## config.mk

```make
export PLATFORM = sky130hd
export DESIGN_NAME = uart_frame_rx
export DESIGN_NICKNAME = d
export VERILOG_FILES = /design/src/rtl/uart_frame_pkg.sv /design/src/rtl/uart_frame_rx_buf.sv /design/src/rtl/uart_frame_rx.sv
export SDC_FILE = /design/constraint.sdc
export NUM_CORES = 1
export LEC_CHECK = 0
export CAP_MARGIN = 10
export CORE_MARGIN = 1
export CORE_UTILIZATION = 60
export DETAILED_ROUTE_END_ITERATION = 16
export HOLD_SLACK_MARGIN = 0.05
export PLACE_DENSITY_LB_ADDON = 0.2
export SYNTH_ARGS = -nofsm -noshare
export SYNTH_HDL_FRONTEND = slang
export SYNTH_HIERARCHICAL = 1
export SYNTH_SLANG_ARGS = --single-unit
export TNS_END_PERCENT = 1
```

## constraint.sdc

```tcl
create_clock -name sysclk -period 5.45 [get_ports sysclk]
set_clock_uncertainty 0.2 [all_clocks]
set_input_delay 0.545 -clock sysclk [delete_from_list [all_inputs] [get_ports sysclk]]
set_output_delay 0.545 -clock sysclk [all_outputs]
set_load 0.1 [all_outputs]
```

## src/rtl/uart_frame_pkg.sv

```systemverilog
// Shared types and helpers for the UART frame parser.
package uart_frame_pkg;

    typedef enum logic [2:0] {
        IDLE,
        LEN,
        PAYLOAD,
        CSUM,
        DRAIN
    } frame_state_t;

    localparam logic [7:0] SOF_DEFAULT = 8'hA5;

    // Address width for a buffer of 'depth' entries, never less than one bit.
    function automatic int ptr_width(input int depth);
        return (depth > 1) ? $clog2(depth) : 1;
    endfunction

endpackage

```

## src/rtl/uart_frame_rx_buf.sv

```systemverilog
// Payload store for one frame: synchronous write, asynchronous read.
module frame_buf
    import uart_frame_pkg::*;
#(
    parameter int N     = 8,
    parameter int DEPTH = 16,
    parameter int AW    = ptr_width(DEPTH)
) (
    input  logic          sysclk,
    input  logic          we_i,
    input  logic [AW-1:0] waddr_i,
    input  logic [N-1:0]  wdata_i,
    input  logic [AW-1:0] raddr_i,
    output logic [N-1:0]  rdata_o
);

    logic [N-1:0] mem_q [DEPTH];

    // NOTE: the storage has no reset; the parser's pointers decide which
    // entries are meaningful, so stale contents are never observed.
    // NOTE: sequential state is always assigned with non-blocking '<='.
    always_ff @(posedge sysclk) begin
        if (we_i) begin
            mem_q[waddr_i] <= wdata_i;
        end
    end

    assign rdata_o = mem_q[raddr_i];

endmodule

```

## src/rtl/uart_frame_rx.sv

```systemverilog
// Frame parser behind the UART receiver: SOF, LEN, payload, CSUM; releases
// checksum-clean payloads as a valid/ready stream with a last marker.
module uart_frame_rx
    import uart_frame_pkg::*;
#(
    parameter int           N       = 8,
    parameter int           MAX_LEN = 16,
    parameter int           TIMEOUT = 1000,
    parameter logic [N-1:0] SOF     = N'(SOF_DEFAULT)
) (
    input  logic         sysclk,
    input  logic         reset_n,
    input  logic [N-1:0] rx_data_i,
    input  logic         rx_valid_i,
    output logic [N-1:0] data_o,
    output logic         valid_o,
    output logic         last_o,
    input  logic         ready_i,
    output logic         frame_ok_o,
    output logic         csum_err_o,
    output logic         len_err_o,
    output logic         timeout_o,
    output logic         overrun_o
);

    localparam int AW = ptr_width(MAX_LEN);
    localparam int TW = $clog2(TIMEOUT + 1);

    frame_state_t  state_q;
    logic [N-1:0]  len_q;
    logic [N-1:0]  cnt_q;
    logic [N-1:0]  acc_q;
    logic [AW-1:0] wr_ptr_q;
    logic [AW-1:0] rd_ptr_q;
    logic [TW-1:0] tmo_q;
    logic [N-1:0]  data_q;
    logic          valid_q;
    logic          last_q;
    logic          frame_ok_q;
    logic          csum_err_q;
    logic          len_err_q;
    logic          timeout_q;
    logic          overrun_q;

    logic          buf_we;
    logic [AW-1:0] rd_addr;
    logic [N-1:0]  buf_rdata;
    logic [N-1:0]  sum;
    logic [N-1:0]  rd_next_ext;
    logic          tmo_hit;
    logic          handshake;

    assign sum         = acc_q + rx_data_i;
    assign rd_next_ext = N'(rd_ptr_q) + N'(1);
    assign tmo_hit     = (tmo_q == TW'(TIMEOUT));
    assign handshake   = valid_q && ready_i;

    always_comb begin
        // NOTE: every always_comb output gets a default first so no latch is inferred.
        buf_we  = 1'b0;
        rd_addr = '0;
        if (state_q == PAYLOAD && rx_valid_i) begin
            buf_we = 1'b1;
        end
        // The read port pre-fetches the byte that follows the one on data_o.
        if (state_q == DRAIN) begin
            rd_addr = rd_ptr_q + 1'b1;
        end
    end

    frame_buf #(
        .N     (N),
        .DEPTH (MAX_LEN),
        .AW    (AW)
    ) u_buf (
        .sysclk  (sysclk),
        .we_i    (buf_we),
        .waddr_i (wr_ptr_q),
        .wdata_i (rx_data_i),
        .raddr_i (rd_addr),
        .rdata_o (buf_rdata)
    );

    always_ff @(posedge sysclk or negedge reset_n) begin
        if (!reset_n) begin
            state_q    <= IDLE;
            len_q      <= '0;
            cnt_q      <= '0;
            acc_q      <= '0;
            wr_ptr_q   <= '0;
            rd_ptr_q   <= '0;
            tmo_q      <= '0;
            data_q     <= '0;
            valid_q    <= 1'b0;
            last_q     <= 1'b0;
            frame_ok_q <= 1'b0;
            csum_err_q <= 1'b0;
            len_err_q  <= 1'b0;
            timeout_q  <= 1'b0;
            overrun_q  <= 1'b0;
        end else begin
            frame_ok_q <= 1'b0;
            csum_err_q <= 1'b0;
            len_err_q  <= 1'b0;
            timeout_q  <= 1'b0;
            overrun_q  <= 1'b0;

            if (state_q == IDLE || state_q == DRAIN || rx_valid_i) begin
                tmo_q <= '0;
            end else begin
                tmo_q <= tmo_q + 1'b1;
            end

            unique case (state_q)
                IDLE: begin
                    if (rx_valid_i && rx_data_i == SOF) begin
                        state_q <= LEN;
                    end
                end

                LEN: begin
                    if (rx_valid_i) begin
                        acc_q    <= rx_data_i;
                        len_q    <= rx_data_i;
                        cnt_q    <= rx_data_i;
                        wr_ptr_q <= '0;
                        if (rx_data_i == '0) begin
                            state_q <= CSUM;
                        end else if (rx_data_i > N'(MAX_LEN)) begin
                            len_err_q <= 1'b1;
                            state_q   <= IDLE;
                        end else begin
                            state_q <= PAYLOAD;
                        end
                    end else if (tmo_hit) begin
                        timeout_q <= 1'b1;
                        state_q   <= IDLE;
                    end
                end

                PAYLOAD: begin
                    if (rx_valid_i) begin
                        acc_q    <= sum;
                        wr_ptr_q <= wr_ptr_q + 1'b1;
                        cnt_q    <= cnt_q - 1'b1;
                        if (cnt_q == N'(1)) begin
                            state_q <= CSUM;
                        end
                    end else if (tmo_hit) begin
                        timeout_q <= 1'b1;
                        state_q   <= IDLE;
                    end
                end

                CSUM: begin
                    if (rx_valid_i) begin
                        if (sum == '0) begin
                            frame_ok_q <= 1'b1;
                            if (len_q == '0) begin
                                state_q <= IDLE;
                            end else begin
                                state_q  <= DRAIN;
                                rd_ptr_q <= '0;
                                data_q   <= buf_rdata;
                                valid_q  <= 1'b1;
                                last_q   <= (len_q == N'(1));
                            end
                        end else begin
                            csum_err_q <= 1'b1;
                            state_q    <= IDLE;
                        end
                    end else if (tmo_hit) begin
                        timeout_q <= 1'b1;
                        state_q   <= IDLE;
                    end
                end

                DRAIN: begin
                    // No backpressure upstream: bytes arriving now are lost.
                    if (rx_valid_i) begin
                        overrun_q <= 1'b1;
                    end
                    if (handshake) begin
                        if (last_q) begin
                            valid_q <= 1'b0;
                            last_q  <= 1'b0;
                            data_q  <= '0;
                            state_q <= IDLE;
                        end else begin
                            rd_ptr_q <= rd_ptr_q + 1'b1;
                            data_q   <= buf_rdata;
                            last_q   <= (rd_next_ext == len_q - N'(1));
                        end
                    end
                end

                default: begin
                    state_q <= IDLE;
                end
            endcase
        end
    end

    assign data_o     = data_q;
    assign valid_o    = valid_q;
    assign last_o     = last_q;
    assign frame_ok_o = frame_ok_q;
    assign csum_err_o = csum_err_q;
    assign len_err_o  = len_err_q;
    assign timeout_o  = timeout_q;
    assign overrun_o  = overrun_q;

endmodule

```

==> impl_metrics.yaml <==
clock_tree:
  cts_resized: 0
  htreeDepth: 4
  clk_latency_ns: 0.43
  tritoncts: "yes"
  cts_hold_buf: 0
  cts_buffers: 17
  cts_setup_buffers: 0
  clock_tree.root_cell: "clkbuf_16"
  clk_pin_slew_ns: 0.07
  cts_buffer_depth: 2
  cts.sinks: 188
hold_path:
  hold_class: "input port to asynchronous set/reset pin"
logic_synthesis:
  async_reset_ff_share_pct: 31.9
  synth_edf_count: 128
  synth.distinct_cells: 67
  synth_nets: 615
  yosys_register_bits: 188
  synth-main-ff-cell: "edfxtp_1"
  synthCells: 587
  synth_top_area_cell: "edfxtp_1"
  synthesis.area_mm2: 0.00837
  synthMostInstantiatedCell: "edfxtp_1"
  synth.area.top_cells: "edfxtp_1 (46%), dfrtp_1 (18%), mux4_2 (4.8%)"
  yosysWarnings: 6
  synth_area_per_cell_um2: 14.3
  synth_top_area_share_pct: 45.9
  yosysSeqAreaShare_pct: 63.9
  yosys-top-cells-count: "edfxtp_1 (128), dfrtp_1 (60), nand2_1 (58)"
critical_path:
  startpoint_type: "input port"
  cp_num_buf_inv: 2
  crit_slowest_cell: "clkdlybuf4s50_1"
  reg2reg_to: "data_o[3]"
  crit_type: "input port to register"
  rrSetupSlack_ns: 1.76
  cp_slowest_stage_delay_ns: 0.98
  cp-end-kind: "register"
  worst-path-max-fanout: 23
  reg2reg_from: "state_q[1]"
  cp.required_ns: 5.56
  worstPathCellList: "clkdlybuf4s50_1 > inv_1 > fa_1 > nand2b_1 > a21oi_1 > nor4b_1 > a211oi_2 > nand4_4 > o21ai_4 > mux2_1"
  rr_worst_depth: 8
  crit_arrival_ns: 3.92
  path_delay_family: "buffers and inverters"
power:
  power.density_mw_per_mm2: 427
  peakVddDrop_mv: 0.291
  p_leak_nw: 3.42
run_status:
  status: "complete, no violations"
floorplanning:
  ioPinCount: 27
  start_util_pct: 62.5
  core_area_mm2: 0.0134
  rows: 42
  fp.dieH_um: 120
  die-area_mm2: 0.0144
  die_width_um: 120
layout:
  drive_gt1_share_pct: 12.7
  area_growth_pct: 12.4
  fin_nets: 654
  antenna_cells: 0
route:
  viasPerCell: 6.20
  ant_nets: 0
  dr.pass1.iters: 8
  drt_iter0_drc: 501
  via_count: 5056
  wire_per_inst_um: 20.6
  remaining_drc_errors: 0
  routed_wl_mm: 16.8
timing:
  layout_min_cycle_time_ns: 3.81
  fin_crit_sh_pct: 69.9
  tightest_slew_ns: 0.968
  tns_ns: 0
  rsz0062_at_grt: "false"
  max-slew-margin-rel_pct: 35.3
  final_max_slew_viol_count: 0
  clock.fmax_ghz: 0.263
  hold_viol: 0
  worst_slack_ns: 1.64
  final-setup-viol-count: 0
global_route:
  grt_pass1_wl_mm: 27.2
  grt_usage_pct: 25.7
  grt_overflow_total: 0
  grt_pass1_vias: 5046
  antenna_found_initial: 0
  grt_start_max_net_pins: 61
placed_design:
  pre_cts_slack_ns: 1.21
  hpwl_mm: 10.7
  io_buffers: 26
  routabilityCongestion: 0.854
job:
  maxCapViolations: 0
flip-flops by register name, indices dropped and copies added, names as in the netlist:
signal       cells
timeout_o        1
data_o           8
u_buf/mem_q    128
wr_ptr_q         4
last_o           1
overrun_o        1
valid_o          1
acc_q            8
len_q            8
len_err_o        1
csum_err_o       1
rd_ptr_q         4
cnt_q            8
frame_ok_o       1
state_q          3
tmo_q           10
where the power goes:
group	switching (mW)	leakage, nW	total (mW)	internal [mW]
Combinational	0.640	1.22	0.996	0.356
Clock	0.557	0.277	1.20	0.646
Sequential	0.140	1.92	1.82	1.68
Total	1.34	3.42	4.02	2.68
routing by layer:
metal	vias to the layer above	track usage, %	wire length [um]
met1	2539	37.0	7540
li1	2320	-	-
met4	0	8.13	214
met2	178	39.1	7990
met3	19	6.13	1050
met5	-	0	0
placed cells by master (no fill, tap or decap), types with 13 or more instances in the layout:
cell | netlist | routed
a22oi_1 | 17 | 17
nor2_1 | 54 | 53
clkbuf_16 | 0 | 17
a21oi_1 | 24 | 24
ha_1 | 15 | 15
o21ai_0 | 19 | 19
dfrtp_1 | 60 | 60
edfxtp_1 | 128 | 128
nand2_1 | 58 | 58
nor3_1 | 13 | 13
mux4_1 | 14 | 14
inv_1 | 16 | 16
clkdlybuf4s50_1 | 0 | 25
mux4_2 | 18 | 18
buf_4 | 1 | 15
worst max-delay path by stage:
stage / startpoint / end / slack (ns) / cells past startpoint
detailed placement: rx_data_i[1] / rd_ptr_q[3] / 1.21 / 10
CTS: rx_data_i[1] / rd_ptr_q[1] / 1.66 / 10
finish: rx_data_i[1] / rd_ptr_q[1] / 1.64 / 10
global placement: rx_data_i[1] / rd_ptr_q[1] / 1.40 / 10
floorplan: rx_data_i[0] / rd_ptr_q[2] / 2.48 / 11
global route: rx_data_i[1] / rd_ptr_q[3] / 1.39 / 10
metrics by stage:
stage | hold slack (ns) | power, mW | std cells | cell area, um2 | util (%)
after detailed placement | 0.286 | 2.84 | 783 | 8830 | 65.9
after global routing | 0.121 | 4.23 | 815 | 9410 | 70.2
after global placement | 0.276 | 2.80 | 783 | 8830 | 65.9
after CTS | 0.0803 | 4.04 | 815 | 9410 | 70.2
final | 0.0583 | 4.02 | 815 | 9410 | 70.2
after floorplan | 0.0494 | 2.58 | 587 | 8370 | -
kinds of logic (layout without fill, tap and decap cells):
family | Yosys count | count (layout) | share of synthesized area (%)
mux | 37 | 37 | 9.93
xor+xnor | 22 | 22 | 2.39
compound gates | 105 | 105 | 8.60
flops | 188 | 188 | 63.9
buf+inv | 37 | 89 | 2.36
fa+ha+maj | 16 | 16 | 2.48
simple gates | 182 | 182 | 10.4
cell type report:
cell class                      count  area [um2]
Inverter                           16        60.1
Multi-Input combinational cell    362        2840
Tap cell                          176         220
Clock inverter                     15         153
Clock buffer                       17         425
Sequential cell                   188        5350
Fill cell                         910        3990
Timing Repair Buffer               41         368
(Power assumes the default switching activity.)
